### config.mk
export PLATFORM = sky130hd
export DESIGN_NAME = dds_phase_addr_gen
export DESIGN_NICKNAME = d
export VERILOG_FILES = /design/src/rtl/dds_phase_addr_gen.sv
export SDC_FILE = /design/constraint.sdc
export NUM_CORES = 1
export LEC_CHECK = 0
export CAP_MARGIN = 20
export CELL_PAD_IN_SITES_DETAIL_PLACEMENT = 1
export CELL_PAD_IN_SITES_GLOBAL_PLACEMENT = 1
export CORE_MARGIN = 2
export CORE_UTILIZATION = 45
export DETAILED_ROUTE_END_ITERATION = 16
export PLACE_DENSITY = 0.85
export SLEW_MARGIN = 0
export SYNTH_ARGS = -nofsm -noshare
export SYNTH_HDL_FRONTEND = slang
export SYNTH_SLANG_ARGS = --single-unit
### constraint.sdc
create_clock -name clk_125M -period 7.44 [get_ports clk_125M]
set_input_delay 1.488 -clock clk_125M [delete_from_list [all_inputs] [get_ports clk_125M]]
set_output_delay 1.488 -clock clk_125M [all_outputs]
set_load 0.02 [all_outputs]
### src/rtl/dds_phase_addr_gen.sv
// dds_phase_addr_gen
//   Phase-accumulator (DDS) address generator feeding the AD9708 waveform ROM.
//   It produces one ROM address per clk_125M cycle from a frequency tuning
//   word (FTW) and a phase offset. Retuning is phase-continuous, and an
//   optional linear FTW sweep is available.
//
// Ports
//   clk_125M    DAC/ROM clock, all logic on posedge
//   rst         asynchronous, active-high reset
//   run         1 = generate addresses, 0 = idle
//   cfg_valid   config word offered (cfg_ftw, cfg_poff)
//   cfg_ready   config shadow slot is free
//   cfg_ftw     new base FTW
//   cfg_poff    new phase offset, in ROM-address units
//   sweep_en    sweep FTW from base toward sweep_stop
//   sweep_step  FTW increment applied at each accumulator wrap
//   sweep_stop  inclusive sweep upper limit
//   rom_addr    registered ROM address
//   addr_valid  rom_addr is live (state RUN)
//   wrap_pulse  1-cycle pulse on accumulator carry-out
//   sweep_wrap  1-cycle pulse when the sweep reloads the base FTW
module dds_phase_addr_gen #(
  parameter int unsigned       ACC_W   = 32,
  parameter int unsigned       ADDR_W  = 10,
  parameter logic [ACC_W-1:0]  FTW_RST = 32'h0040_0000
) (
  input  logic              clk_125M,
  input  logic              rst,
  input  logic              run,
  input  logic              cfg_valid,
  output logic              cfg_ready,
  input  logic [ACC_W-1:0]  cfg_ftw,
  input  logic [ADDR_W-1:0] cfg_poff,
  input  logic              sweep_en,
  input  logic [ACC_W-1:0]  sweep_step,
  input  logic [ACC_W-1:0]  sweep_stop,
  output logic [ADDR_W-1:0] rom_addr,
  output logic              addr_valid,
  output logic              wrap_pulse,
  output logic              sweep_wrap
);

  typedef enum logic {IDLE, RUN} state_t;

  state_t              state;
  logic [ACC_W-1:0]    acc;
  logic [ACC_W-1:0]    ftw_act;
  logic [ACC_W-1:0]    ftw_base;
  logic [ADDR_W-1:0]   poff_act;
  logic [ACC_W-1:0]    shadow_ftw;
  logic [ADDR_W-1:0]   shadow_poff;
  logic                pending;

  logic [ACC_W:0]      acc_sum;
  logic [ACC_W-1:0]    acc_next;
  logic                carry;
  logic [ACC_W:0]      sweep_sum;
  logic                sweep_over;
  logic                accept;
  logic [ADDR_W-1:0]   addr_next;

  always_comb begin
    acc_sum    = {1'b0, acc} + {1'b0, ftw_act};
    carry      = acc_sum[ACC_W];
    acc_next   = acc_sum[ACC_W-1:0];
    // Widened sum: an overflowing sweep step counts as exceeding the stop.
    sweep_sum  = {1'b0, ftw_act} + {1'b0, sweep_step};
    sweep_over = sweep_sum > {1'b0, sweep_stop};
    accept     = cfg_valid & ~pending;
    addr_next  = acc_next[ACC_W-1 -: ADDR_W] + poff_act;
  end

  assign cfg_ready  = ~pending;
  assign addr_valid = (state == RUN);

  // The run input, not the current state, selects the action, so that the
  // first generating edge and the first idle edge line up with run itself.
  always_ff @(posedge clk_125M or posedge rst) begin
    if (rst) begin
      state       <= IDLE;
      acc         <= '0;
      ftw_act     <= FTW_RST;
      ftw_base    <= FTW_RST;
      poff_act    <= '0;
      shadow_ftw  <= '0;
      shadow_poff <= '0;
      pending     <= 1'b0;
      rom_addr    <= '0;
      wrap_pulse  <= 1'b0;
      sweep_wrap  <= 1'b0;
    end else begin
      wrap_pulse <= 1'b0;
      sweep_wrap <= 1'b0;

      // accept needs ~pending and every apply needs pending: never both.
      if (accept) begin
        shadow_ftw  <= cfg_ftw;
        shadow_poff <= cfg_poff;
        pending     <= 1'b1;
      end

      if (run) begin
        state      <= RUN;
        acc        <= acc_next;
        rom_addr   <= addr_next;
        wrap_pulse <= carry;
        if (carry) begin
          // A pending config wins over the sweep step; acc is kept, so the
          // phase stays continuous across the retune.
          if (pending) begin
            ftw_base <= shadow_ftw;
            ftw_act  <= shadow_ftw;
            poff_act <= shadow_poff;
            pending  <= 1'b0;
          end else if (sweep_en) begin
            if (sweep_over) begin
              ftw_act    <= ftw_base;
              sweep_wrap <= 1'b1;
            end else begin
              ftw_act <= sweep_sum[ACC_W-1:0];
            end
          end else begin
            ftw_act <= ftw_base;
          end
        end
      end else begin
        state <= IDLE;
        acc   <= '0;
        // Forward the shadow offset so rom_addr tracks poff_act as it loads.
        if (pending) begin
          ftw_base <= shadow_ftw;
          ftw_act  <= shadow_ftw;
          poff_act <= shadow_poff;
          pending  <= 1'b0;
          rom_addr <= shadow_poff;
        end else begin
          rom_addr <= poff_act;
        end
      end
    end
  end

endmodule

## Yosys cells after proc, flatten, opt, wreduce, memory -nomap -nowiden

Cells that the tools add are included.

- Bits in latches: 0
- Logic and storage cells: 45
- ROM bits: 0
- Memories kept: 0
- Flip-flop bits (word level): 162
- Memory bits (writable): 0

- Add/sub/neg operators: 3
- Divide/modulo/power cells: 0
- Bitwise gates (word level): 2
- Muxes and demuxes: 25
- $mul: 0
- Equality and inequality tests: 1
- Shift operators: 0
- Reductions and logical operators: 2
- Magnitude comparators: 1

Operators by type and width:

| kind | number |
|---|---|
| $mux 32 | 10 |
| $add 32x32->33 | 2 |
| $mux 10 | 4 |
| $gt 33x32->1 | 1 |
| $mux 1 | 11 |
| $add 10x10->10 | 1 |
| $ne 2x1->1 const B | 1 |
| $reduce_and 2->1 | 1 |
| $reduce_bool 2->1 | 1 |
| $and 1x1->1 | 1 |
| $not 1->1 | 1 |

## Logic depth before layout (Yosys ltp)

Gate-level depths: netlist of run 1.

- Word-level depth: 7
- Mapped depth: 22

## Least setup slack after synthesis of run 1

OpenSTA, ideal clock, no wires.

- Path type: input port to flip-flop
- Start point: in sweep_step[16]
- End point: reg ftw_act[27]
- Buffers on the path: 3
- Setup slack: 2.109 ns
- Library setup time: 0.125 ns
- Arrival time: 5.206 ns
- Cell stages on the path: 21
- Data required time: 7.315 ns
- Cell sequence: ha_1 clkbuf_1 nand4_1 or4_1 or3_1 o311ai_0 o21ai_1 o21ai_0 xnor2_1 ha_1 nand4_1 nor4_1 a21oi_1 o21ai_0 nor3_1 o21ai_1 buf_2 buf_1 nand2_1 o221ai_1 a21oi_1

- Longest elaborated chain between the ends: 7

Ends and longest elaborated chain:

| item | line | source |
|---|---|---|
| from (decl) | 35 | `input logic [ACC_W-1:0] sweep_step,` |
| $add 32x32->33 * | 67 | `sweep_sum = {1'b0, ftw_act} + {1'b0, sweep_step};` |
| $gt 33x32->1 | 68 | `sweep_over = sweep_sum > {1'b0, sweep_stop};` |
| $mux 32 * | 116 | `if (sweep_over) begin` |
| $mux 32 * | 115 | `end else if (sweep_en) begin` |
| $mux 32 * | 110 | `if (pending) begin` |
| $mux 32 * | 107 | `if (carry) begin` |
| $mux 32 * | 102 | `if (run) begin` |
| to (signal assigned) | 112 | `ftw_act <= shadow_ftw;` |
| to (signal assigned) | 117 | `ftw_act <= ftw_base;` |
| to (signal assigned) | 120 | `ftw_act <= sweep_sum[ACC_W-1:0];` |
| to (decl) | 47 | `logic [ACC_W-1:0] ftw_act;` |

Every way passes the cells marked *; elsewhere a longest branch is shown, timed or not. The select of a mux whose other input is x is not followed.
A chain may end at the register's enable or synchronous reset.

## Final worst setup path of run 1

- Start point: in sweep_step[0]
- End point: reg ftw_act[5]

Same word-level chain as after synthesis.

==> impl_metrics.json, run 1 <==
{
  "cts.path.max_buffers": 2,
  "gp_congestion": 0.869,
  "path_clk_slew_ns": 0.07,
  "fin_tns_setup_ns": 0,
  "antenna_found_initial": 0,
  "cellLeakagePower_uw": 0.00600,
  "slew_headroom": 0.432,
  "ys_types": 71,
  "whs_ns": 0.487,
  "pin_count": 125,
  "hpwl_mm": 25.7,
  "multi_input_area_um2": 6650,
  "track_usage": 0.274,
  "status": "complete, no violations",
  "setup_slack_ns": 0.567,
  "grt_overflow": 0,
  "cap_violations": 0,
  "synth_area_leaders": "dfrtp_1 (36%), ha_1 (12%), mux2_4 (5.0%), mux2_2 (4.8%), a21oi_1 (3.6%)",
  "core-area_um2": 24200,
  "p_clk_frac": 0.129,
  "cts_tree": "built",
  "finClkSkew_ns": 0.0102,
  "synth_nets": 1364,
  "placedCellCount": 1565,
  "yosysTopAreaCell": "dfrtp_1",
  "arrival_ns": 7.19,
  "areaGrowthSynthToFinish_pct": 20.3,
  "cts.repair.resized": 0,
  "routedWlPerCell_um": 21.7,
  "diodes": 0,
  "hold_class": "flop to flop",
  "cts.sinks": 162,
  "reg2reg_depth": 20,
  "reg2reg_from": "ftw_act[0]$_DFFE_PP0P_",
  "drive_gt1_frac": 0.119,
  "grt_max_degree": 109,
  "htree_num_levels": 4,
  "cts-root-buf": "clkbuf_16",
  "cts_made_buffers": 17,
  "register_area_um2": 4060,
  "drt-pass1-iter-count": 5,
  "routed_via_density": 5.95,
  "async_flop_share": 1.00,
  "p_seq_frac": 0.236,
  "path_max_fanout": 28,
  "power_density_nw_per_um2": 541,
  "internal_power_uw": 3860,
  "setup_viol": 0,
  "yosys_warnings": 0,
  "grt_pass1_vias": 10400,
  "ys.flop_type": "dfrtp_1",
  "hold_buffers": 0,
  "ys_seq_area_frac": 0.365,
  "ant_nets": 0,
  "syn-cell-area_um2": 11100,
  "rsz0062_at_grt": "no",
  "post_dp_cell_area_um2": 12700,
  "worstSetupPathType": "primary input to flop",
  "comb_power_share": 0.635,
  "hold_start": "ftw_base[21]$_DFFE_PP0P_",
  "required_ns": 7.75,
  "drc": 0,
  "layout_min_cycle_time_ns": 6.87,
  "slew_viol_final": 0,
  "routed_wl_mm": 34.6,
  "r2r-end": "ftw_act[5]$_DFFE_PP0P_",
  "switching_share": 0.466,
  "port_buffers": 124,
  "post-cts-setup-buffers": 0,
  "holdPathEnd": "ftw_base[21]$_DFFE_PP0P_",
  "final-instance-count-excl-fill": 1598,
  "hold_path_depth": 2,
  "max_freq_mhz": 146,
  "syn_area_per_cell_um2": 9.69,
  "start_kind": "primary input",
  "grt_pass1_wl_mm": 56.0,
  "finalHoldViolCount": 0,
  "drtIter0Drc": 558,
  "p_sw_uw": 3360,
  "num_vias": 9502,
  "start_util": 0.458,
  "synth_edf_count": 0,
  "insertion_delay_ns": 0.44,
  "rows": 57,
  "min_period_over_period": 0.924,
  "nets": 1480,
  "die_y_um": 161,
  "synth_seq_cells": 162,
  "design_area_um2": 13400,
  "syn_inst": 1145,
  "peakVddDrop_v": 0.000283,
  "place_ws_ns": 0.209,
  "tightest_slew_ns": 0.844,
  "die_w_um": 161,
  "die_area_um2": 25900,
  "worstSetupEndpointType": "flop",
  "synth_top_cell_area_share": 0.361,
  "ff2ff_setup_slack_ns": 1.69,
  "nFillCells": 2701
}
[state kept, by name (all words and copies together), names as in the netlist]
signal / flops
pending: 1
shadow_ftw: 32
wrap_pulse: 1
poff_act: 10
acc: 32
shadow_poff: 10
sweep_wrap: 1
rom_addr: 10
addr_valid: 1
ftw_act: 32
ftw_base: 32
[metrics by stage]
| step | power (µW) | util |
|---|---|---|
| finish | 7220 | 0.551 |
| global route | 7780 | 0.551 |
| floorplan | 4870 | - |
| global placement | 5910 | 0.523 |
| CTS | 7200 | 0.549 |
| detailed placement | 6140 | 0.524 |
[layout make-up]
| cell class | instances | share of cell area |
|---|---|---|
| Clock buffer | 18 | 0.0321 |
| Clock inverter | 14 | 0.0145 |
| Inverter | 59 | 0.0170 |
| Multi-Input combinational cell | 884 | 0.498 |
| Sequential cell | 162 | 0.304 |
| Tap cell | 324 | 0.0304 |
| Timing Repair Buffer | 137 | 0.104 |
[layer usage]
metal / vias up / GRT usage / wire, µm
li1: 4378 / - / -
met1: 4796 / 0.372 / 15900
met2: 264 / 0.455 / 16300
met3: 64 / 0.0444 / 1610
met4: 0 / 0.0808 / 772
met5: - / 0 / 0
[synthesized netlist by cell type, drive strengths merged (15+ instances only)]
library cell and n:
a211oi 44, nand2 81, mux2 84, xnor2 41
dfrtp 160, inv 59, a21o 24, ha 105
mux2i 15, nor3 15, a21oi 80, clkbuf 26
o21ai 101, nand3 26, nor2 70, and2 21
nor2b 23, xor2 19
[logic make-up (layout without fill, tap and decap cells)]
logic type               after synthesis  in the layout  synth area share
multiplexers                          99             99             0.112
adder cells (fa/ha/maj)              108            108             0.124
buffers and inverters                 99            228            0.0376
flip-flops                           162            162             0.365
XOR/XNOR                              60             60            0.0473
AND/OR/NAND/NOR                      290            290             0.127
AO/OA/AOI/OAI                        327            327             0.187
[power by group through the flow]
stage | sequential [µW] | combinational (µW) | clock (µW)
after floorplan | 1570 | 3300 | 0
after global placement | 1670 | 4230 | 0
after detailed placement | 1700 | 4450 | 0
after CTS | 1690 | 4560 | 943
after global routing | 1740 | 5060 | 977
final | 1700 | 4590 | 931
[placed cells by master, fill, tap and decap left out, drive strengths merged, types with 11 or more instances in the layout]
cell type,netlist,layout
nand4,11,11
nand2,81,81
mux2,84,84
o21ai,101,101
dfrtp,160,160
buf,14,13
and2,21,21
clkdlybuf4s50,0,124
nor3,15,15
inv,59,64
a21o,24,24
nor2b,23,23
nand3,26,26
nor2,70,70
a21oi,80,80
o211ai,14,14
xor2,19,19
ha,105,105
mux2i,15,15
clkbuf,26,18
a211oi,44,44
xnor2,41,41
[worst max-delay path, stage by stage]
cell	delay, ns
clkdlybuf4s50_1	0.48
ha_1	0.22
fa_1	0.27
a211oi_1	0.13
nor4_1	0.75
nor2_1	0.14
o311ai_0	0.71
o21ai_1	0.22
o21ai_0	0.27
xnor2_1	0.13
ha_1	0.33
nand4_1	0.12
nor4_1	0.56
a21oi_1	0.15
o21ai_0	0.13
nor3_1	0.12
o21ai_4	0.24
buf_12	0.21
nor2b_1	0.07
a211oi_1	0.30
o21ai_1	0.13
[worst max path at each step]
stage,start,to,slack [ns],depth (start not counted)
after floorplan,rst,acc[0]$_DFF_PP0_,1.58,1
after global placement,sweep_step[0],ftw_act[15]$_DFFE_PP0P_,0.54,20
after detailed placement,sweep_step[0],ftw_act[5]$_DFFE_PP0P_,0.21,21
after CTS,sweep_step[0],ftw_act[5]$_DFFE_PP0P_,0.62,21
after global routing,sweep_step[0],ftw_act[5]$_DFFE_PP0P_,0.16,21
final,sweep_step[0],ftw_act[5]$_DFFE_PP0P_,0.57,21
Note: power is estimated with default switching activity, not from simulation.
==> inputs of run 2 (changes only) <==
--- a/config.mk
+++ b/config.mk
@@ -5,7 +5,6 @@
 export SDC_FILE = /design/constraint.sdc
 export NUM_CORES = 1
 export LEC_CHECK = 0
-export CAP_MARGIN = 20
 export CELL_PAD_IN_SITES_DETAIL_PLACEMENT = 1
 export CELL_PAD_IN_SITES_GLOBAL_PLACEMENT = 1
 export CORE_MARGIN = 2
==> run 2 against run 1 <==
Against the previous run:
- worst hold slack improved by 0.011 ns
- largest power group unchanged
- largest cell class unchanged
- highest routed layer unchanged
- sequential share of layout area rose by 0.13 points
- global-route usage shrank 0.087 points
- first-iteration DRC count down 33%
==> impl_metrics.json, run 2 (synthesis gave the netlist of run 1 again) <==
{
  "core-area_um2": 24200,
  "peakVddDrop_v": 0.000316,
  "ant_nets": 0,
  "cts.path.max_buffers": 2,
  "layout_min_cycle_time_ns": 6.85,
  "met2_usage": 0.454,
  "htree_num_levels": 4,
  "die_y_um": 161,
  "tightest_slew_ns": 1.24,
  "rsz0062_at_grt": "no",
  "cellLeakagePower_uw": 0.00598,
  "areaGrowthSynthToFinish_pct": 19.8,
  "power_density_nw_per_um2": 543,
  "slew_headroom": 0.173,
  "cts_made_buffers": 17,
  "gp_congestion": 0.869,
  "switching_share": 0.467,
  "worstSetupEndpointType": "flop",
  "num_vias": 9419,
  "hold_buffers": 0,
  "nFillCells": 2725,
  "final_cell_mix": "dfrtp_1 (160), clkdlybuf4s50_1 (124), ha_1 (105)",
  "multi_input_area_um2": 6650,
  "track_usage": 0.274,
  "diodes": 0,
  "path_max_fanout": 13,
  "drtIter0Drc": 372,
  "die_w_um": 161,
  "worstSetupPathType": "primary input to flop",
  "grt_pass1_vias": 10300,
  "fin_tns_setup_ns": 0,
  "grt_most_used_layer": "met2",
  "drt-pass1-iter-count": 4,
  "routedWlPerCell_um": 21.8,
  "register_area_um2": 4060,
  "arrival_ns": 7.17,
  "internal_power_uw": 3850,
  "final_common_cell": "dfrtp_1",
  "cts_tree": "built",
  "nets": 1478,
  "cts-root-buf": "clkbuf_16",
  "hpwl_mm": 25.6,
  "max_freq_mhz": 146,
  "comb_power_share": 0.635,
  "p_sw_uw": 3370,
  "min_period_over_period": 0.920,
  "hold_class": "flop to flop",
  "use_met1": 0.365,
  "whs_ns": 0.499,
  "grt_overflow": 0,
  "required_ns": 7.76,
  "p_seq_frac": 0.235,
  "status": "complete, no violations",
  "drc": 0,
  "cap_violations": 0,
  "pin_count": 125,
  "post-cts-setup-buffers": 0,
  "slew_viol_final": 0,
  "start_util": 0.458,
  "finalHoldViolCount": 0,
  "final_core_util": 0.548,
  "antenna_found_initial": 0,
  "rows": 57,
  "grt_util_met3": 0.0537,
  "grt_pass1_wl_mm": 55.8,
  "path_clk_slew_ns": 0.07,
  "finClkSkew_ns": 0.0141,
  "drive_gt1_frac": 0.117,
  "insertion_delay_ns": 0.45,
  "p_clk_frac": 0.130,
  "cts.sinks": 162,
  "start_kind": "primary input",
  "setup_viol": 0,
  "routed_wl_mm": 34.7,
  "cts.repair.resized": 0,
  "routed_via_density": 5.90,
  "die_area_um2": 25900,
  "port_buffers": 124,
  "grt_max_degree": 109
}
run 2: cell count changes in the layout (fill, tap and decap cells not counted), sizes merged:
cell / delta
buf: -2
run 2: path summary, 6_finish.rpt:
kind	end	slack, ns	cells after the start	startpoint
worst min-delay path	ftw_base[21]$_DFFE_PP0P_	0.50	2	ftw_base[21]$_DFFE_PP0P_
min in group asynchronous	shadow_ftw[3]$_DFFE_PP0P_	1.63	2	rst
worst max register to register	ftw_act[20]$_DFFE_PP0P_	1.69	20	ftw_act[0]$_DFFE_PP0P_
worst max-delay path	ftw_act[20]$_DFFE_PP0P_	0.59	21	sweep_step[0]
max in group asynchronous	ftw_act[27]$_DFFE_PP0P_	4.48	3	rst
worst min register to register	ftw_base[21]$_DFFE_PP0P_	0.50	2	ftw_base[21]$_DFFE_PP0P_
run 2: through the flow:
stage          power, µW  instances  area (µm²)  setup WS [ns]
2_1_floorplan       4870       1145       11100           1.58
3_3_place_gp        5910       1564       12700          0.540
3_5_place_dp        6130       1564       12700          0.298
4_1_cts             7200       1596       13300          0.620
5_1_grt             7750       1596       13300          0.243
6_report            7220       1596       13300          0.594
run 2: routing by layer:
metal / wire, µm / share of wire
met4: 761 / 0.022
met2: 16400 / 0.47
met1: 16000 / 0.46
met5: 0 / 0
met3: 1580 / 0.045
run 2: layout make-up:
cell class,instances,share of cell area
clock buffer,18,0.0323
clock inverter,14,0.0146
inverter,59,0.0170
multi-input combinational,884,0.500
sequential,162,0.305
tap,324,0.0305
timing repair buffer,135,0.101
run 2: worst max-delay path, stage by stage:
cell	delay, ns
clkdlybuf4s50_1	0.48
ha_1	0.23
fa_1	0.28
a211oi_1	0.13
nor4_1	0.70
nor2_1	0.15
o311ai_0	0.69
o21ai_1	0.20
o21ai_0	0.26
xnor2_1	0.13
ha_1	0.33
nand4_1	0.12
nor4_1	0.56
a21oi_1	0.15
o21ai_0	0.12
nor3_1	0.12
o21ai_4	0.24
buf_4	0.24
nor2b_1	0.09
a211oi_1	0.31
o21ai_1	0.13
run 2: power by group through the flow:
stage	clock, µW	sequential, µW	combinational (µW)
5_1_grt	982	1740	5030
4_1_cts	944	1690	4570
3_3_place_gp	0	1670	4230
6_report	936	1700	4580
3_5_place_dp	0	1690	4440
2_1_floorplan	0	1570	3300
==> inputs of run 3 (changes only) <==
--- a/config.mk
+++ b/config.mk
@@ -7,11 +7,9 @@
 export LEC_CHECK = 0
 export CELL_PAD_IN_SITES_DETAIL_PLACEMENT = 1
 export CELL_PAD_IN_SITES_GLOBAL_PLACEMENT = 1
-export CORE_MARGIN = 2
 export CORE_UTILIZATION = 45
 export DETAILED_ROUTE_END_ITERATION = 16
 export PLACE_DENSITY = 0.85
-export SLEW_MARGIN = 0
 export SYNTH_ARGS = -nofsm -noshare
 export SYNTH_HDL_FRONTEND = slang
 export SYNTH_SLANG_ARGS = --single-unit
==> run 3 against run 2 <==
Against the previous run:
- setup slack got worse by 0.018 ns
- highest routed layer unchanged
- core utilization decreased by 0.25 points
- sequential power about the same
- cell area decreased by 0.45%
==> impl_metrics.json, run 3 (synthesis gave the netlist of run 1 again) <==
{
  "worstSetupPathType": "primary input to flop",
  "switching_share": 0.473,
  "final_common_cell": "dfrtp_1",
  "drt-pass1-iter-count": 5,
  "die_w_um": 159,
  "die_y_um": 159,
  "routed_via_density": 5.93,
  "arrival_ns": 7.17,
  "ant_nets": 0,
  "register_area_um2": 4060,
  "core-area_um2": 24200,
  "cts.sinks": 162,
  "gp_congestion": 0.909,
  "rows": 57,
  "cts_tree": "built",
  "areaGrowthSynthToFinish_pct": 19.2,
  "routed_wl_mm": 34.6,
  "die_area_um2": 25300,
  "peakVddDrop_v": 0.000266,
  "num_vias": 9455,
  "start_kind": "primary input",
  "routedWlPerCell_um": 21.7,
  "use_met1": 0.367,
  "p_sw_uw": 3390,
  "post-cts-setup-buffers": 0,
  "diodes": 0,
  "start_util": 0.458,
  "finalHoldViolCount": 0,
  "cts_made_buffers": 17,
  "drive_gt1_frac": 0.117,
  "min_period_over_period": 0.923,
  "htree_num_levels": 4,
  "grt_util_met3": 0.0414,
  "path_clk_slew_ns": 0.07,
  "nets": 1477,
  "setup_viol": 0,
  "layout_min_cycle_time_ns": 6.86,
  "comb_power_share": 0.641,
  "place_ws_ns": 0.0322,
  "slew_viol_final": 0,
  "max_freq_mhz": 146,
  "cap_violations": 0,
  "antenna_found_initial": 0,
  "hpwl_mm": 25.9,
  "rsz0062_at_grt": "no",
  "insertion_delay_ns": 0.44,
  "cts-root-buf": "clkbuf_16",
  "tightest_slew_ns": 1.10,
  "internal_power_uw": 3770,
  "port_buffers": 124,
  "worstSetupEndpointType": "flop",
  "pin_count": 125,
  "met2_usage": 0.486,
  "grt_max_degree": 109,
  "hold_class": "flop to flop",
  "grt_pass1_wl_mm": 56.3,
  "power_uw": 7150,
  "path_max_fanout": 20,
  "drc": 0,
  "p_seq_frac": 0.237,
  "final_cell_mix": "dfrtp_1 (160), clkdlybuf4s50_1 (124), ha_1 (105)",
  "track_usage": 0.282,
  "cellLeakagePower_uw": 0.00595,
  "grt_overflow": 0,
  "nFillCells": 2719,
  "grt_pass1_vias": 10400,
  "required_ns": 7.75,
  "drtIter0Drc": 507,
  "p_clk_frac": 0.122,
  "status": "complete, no violations",
  "cts.path.max_buffers": 2,
  "fin_tns_setup_ns": 0,
  "finClkSkew_ns": 0.0135,
  "grt_most_used_layer": "met2",
  "setup_slack_ns": 0.575,
  "multi_input_area_um2": 6650,
  "power_density_nw_per_um2": 540,
  "slew_headroom": 0.265
}
==> run 3: changes by cell type in the layout (fill, tap and decap cells not counted), sizes merged <==
cell,delta
buf,-1
bufinv,-2
clkinv,+1
inv,+1
==> run 3: power groups by stage <==
stage	Clock, µW	Combinational (µW)	Sequential (µW)
6_report	874	4580	1700
2_1_floorplan	0	3300	1570
4_1_cts	881	4560	1690
3_3_place_gp	0	4220	1660
5_1_grt	912	5030	1730
3_5_place_dp	0	4460	1690
==> run 3: layout make-up <==
type                    instances  area share
well taps                     324      0.0306
multi-input cells             884       0.503
inverters                      59      0.0171
flip-flops and latches        162       0.306
repair buffers                134      0.0995
clock inverters                14      0.0112
clock buffers                  18      0.0324
==> run 3: final timing paths <==
kind	slack [ns]	cells after the start	endpoint	start
worst max-delay path	0.58	20	ftw_act[9]$_DFFE_PP0P_	sweep_step[0]
worst min-delay path	0.49	2	ftw_base[21]$_DFFE_PP0P_	ftw_base[21]$_DFFE_PP0P_
worst max register to register	1.66	19	ftw_act[9]$_DFFE_PP0P_	ftw_act[0]$_DFFE_PP0P_
worst min register to register	0.49	2	ftw_base[21]$_DFFE_PP0P_	ftw_base[21]$_DFFE_PP0P_
max in group asynchronous	4.44	3	acc[12]$_DFF_PP0_	rst
min in group asynchronous	1.64	2	shadow_ftw[7]$_DFFE_PP0P_	rst
==> run 3: what timing repair did <==
| item | 4_1_cts | 5_1_grt |
|---|---|---|
| hold buffers | 0 | 0 |
| gates resized for setup | 0 | 1 |
| setup endpoints to repair | 0 | 3 |
==> run 3: per-stage QoR <==
stage	instance area (µm²)	utilization	std cells	hold slack [ns]
after CTS	13200	0.546	1595	0.496
after global routing	13200	0.546	1595	0.520
after detailed placement	12700	0.522	1563	0.477
final	13200	0.546	1595	0.488
after global placement	12700	0.522	1563	0.460
after floorplan	11100	-	1145	0.446
==> run 3: metal layers <==
layer  part of all wire  vias up
li1                   -     4382
met2               0.49      299
met1               0.45     4726
met5                  0        -
met3              0.047       48
met4              0.018        0
==> run 3: critical path, stage by stage <==
cell	delay, ns
clkdlybuf4s50_1	0.48
ha_1	0.21
fa_1	0.25
a211oi_1	0.13
nor4_2	0.51
nor2_1	0.13
o311ai_0	0.68
o21ai_1	0.21
o21ai_0	0.25
xnor2_1	0.13
ha_1	0.34
nand4_1	0.14
nor4_1	0.48
o21a_1	0.19
o21ai_0	0.15
o21ai_4	0.59
buf_4	0.35
nor2b_1	0.07
a211oi_1	0.24
o21ai_1	0.15
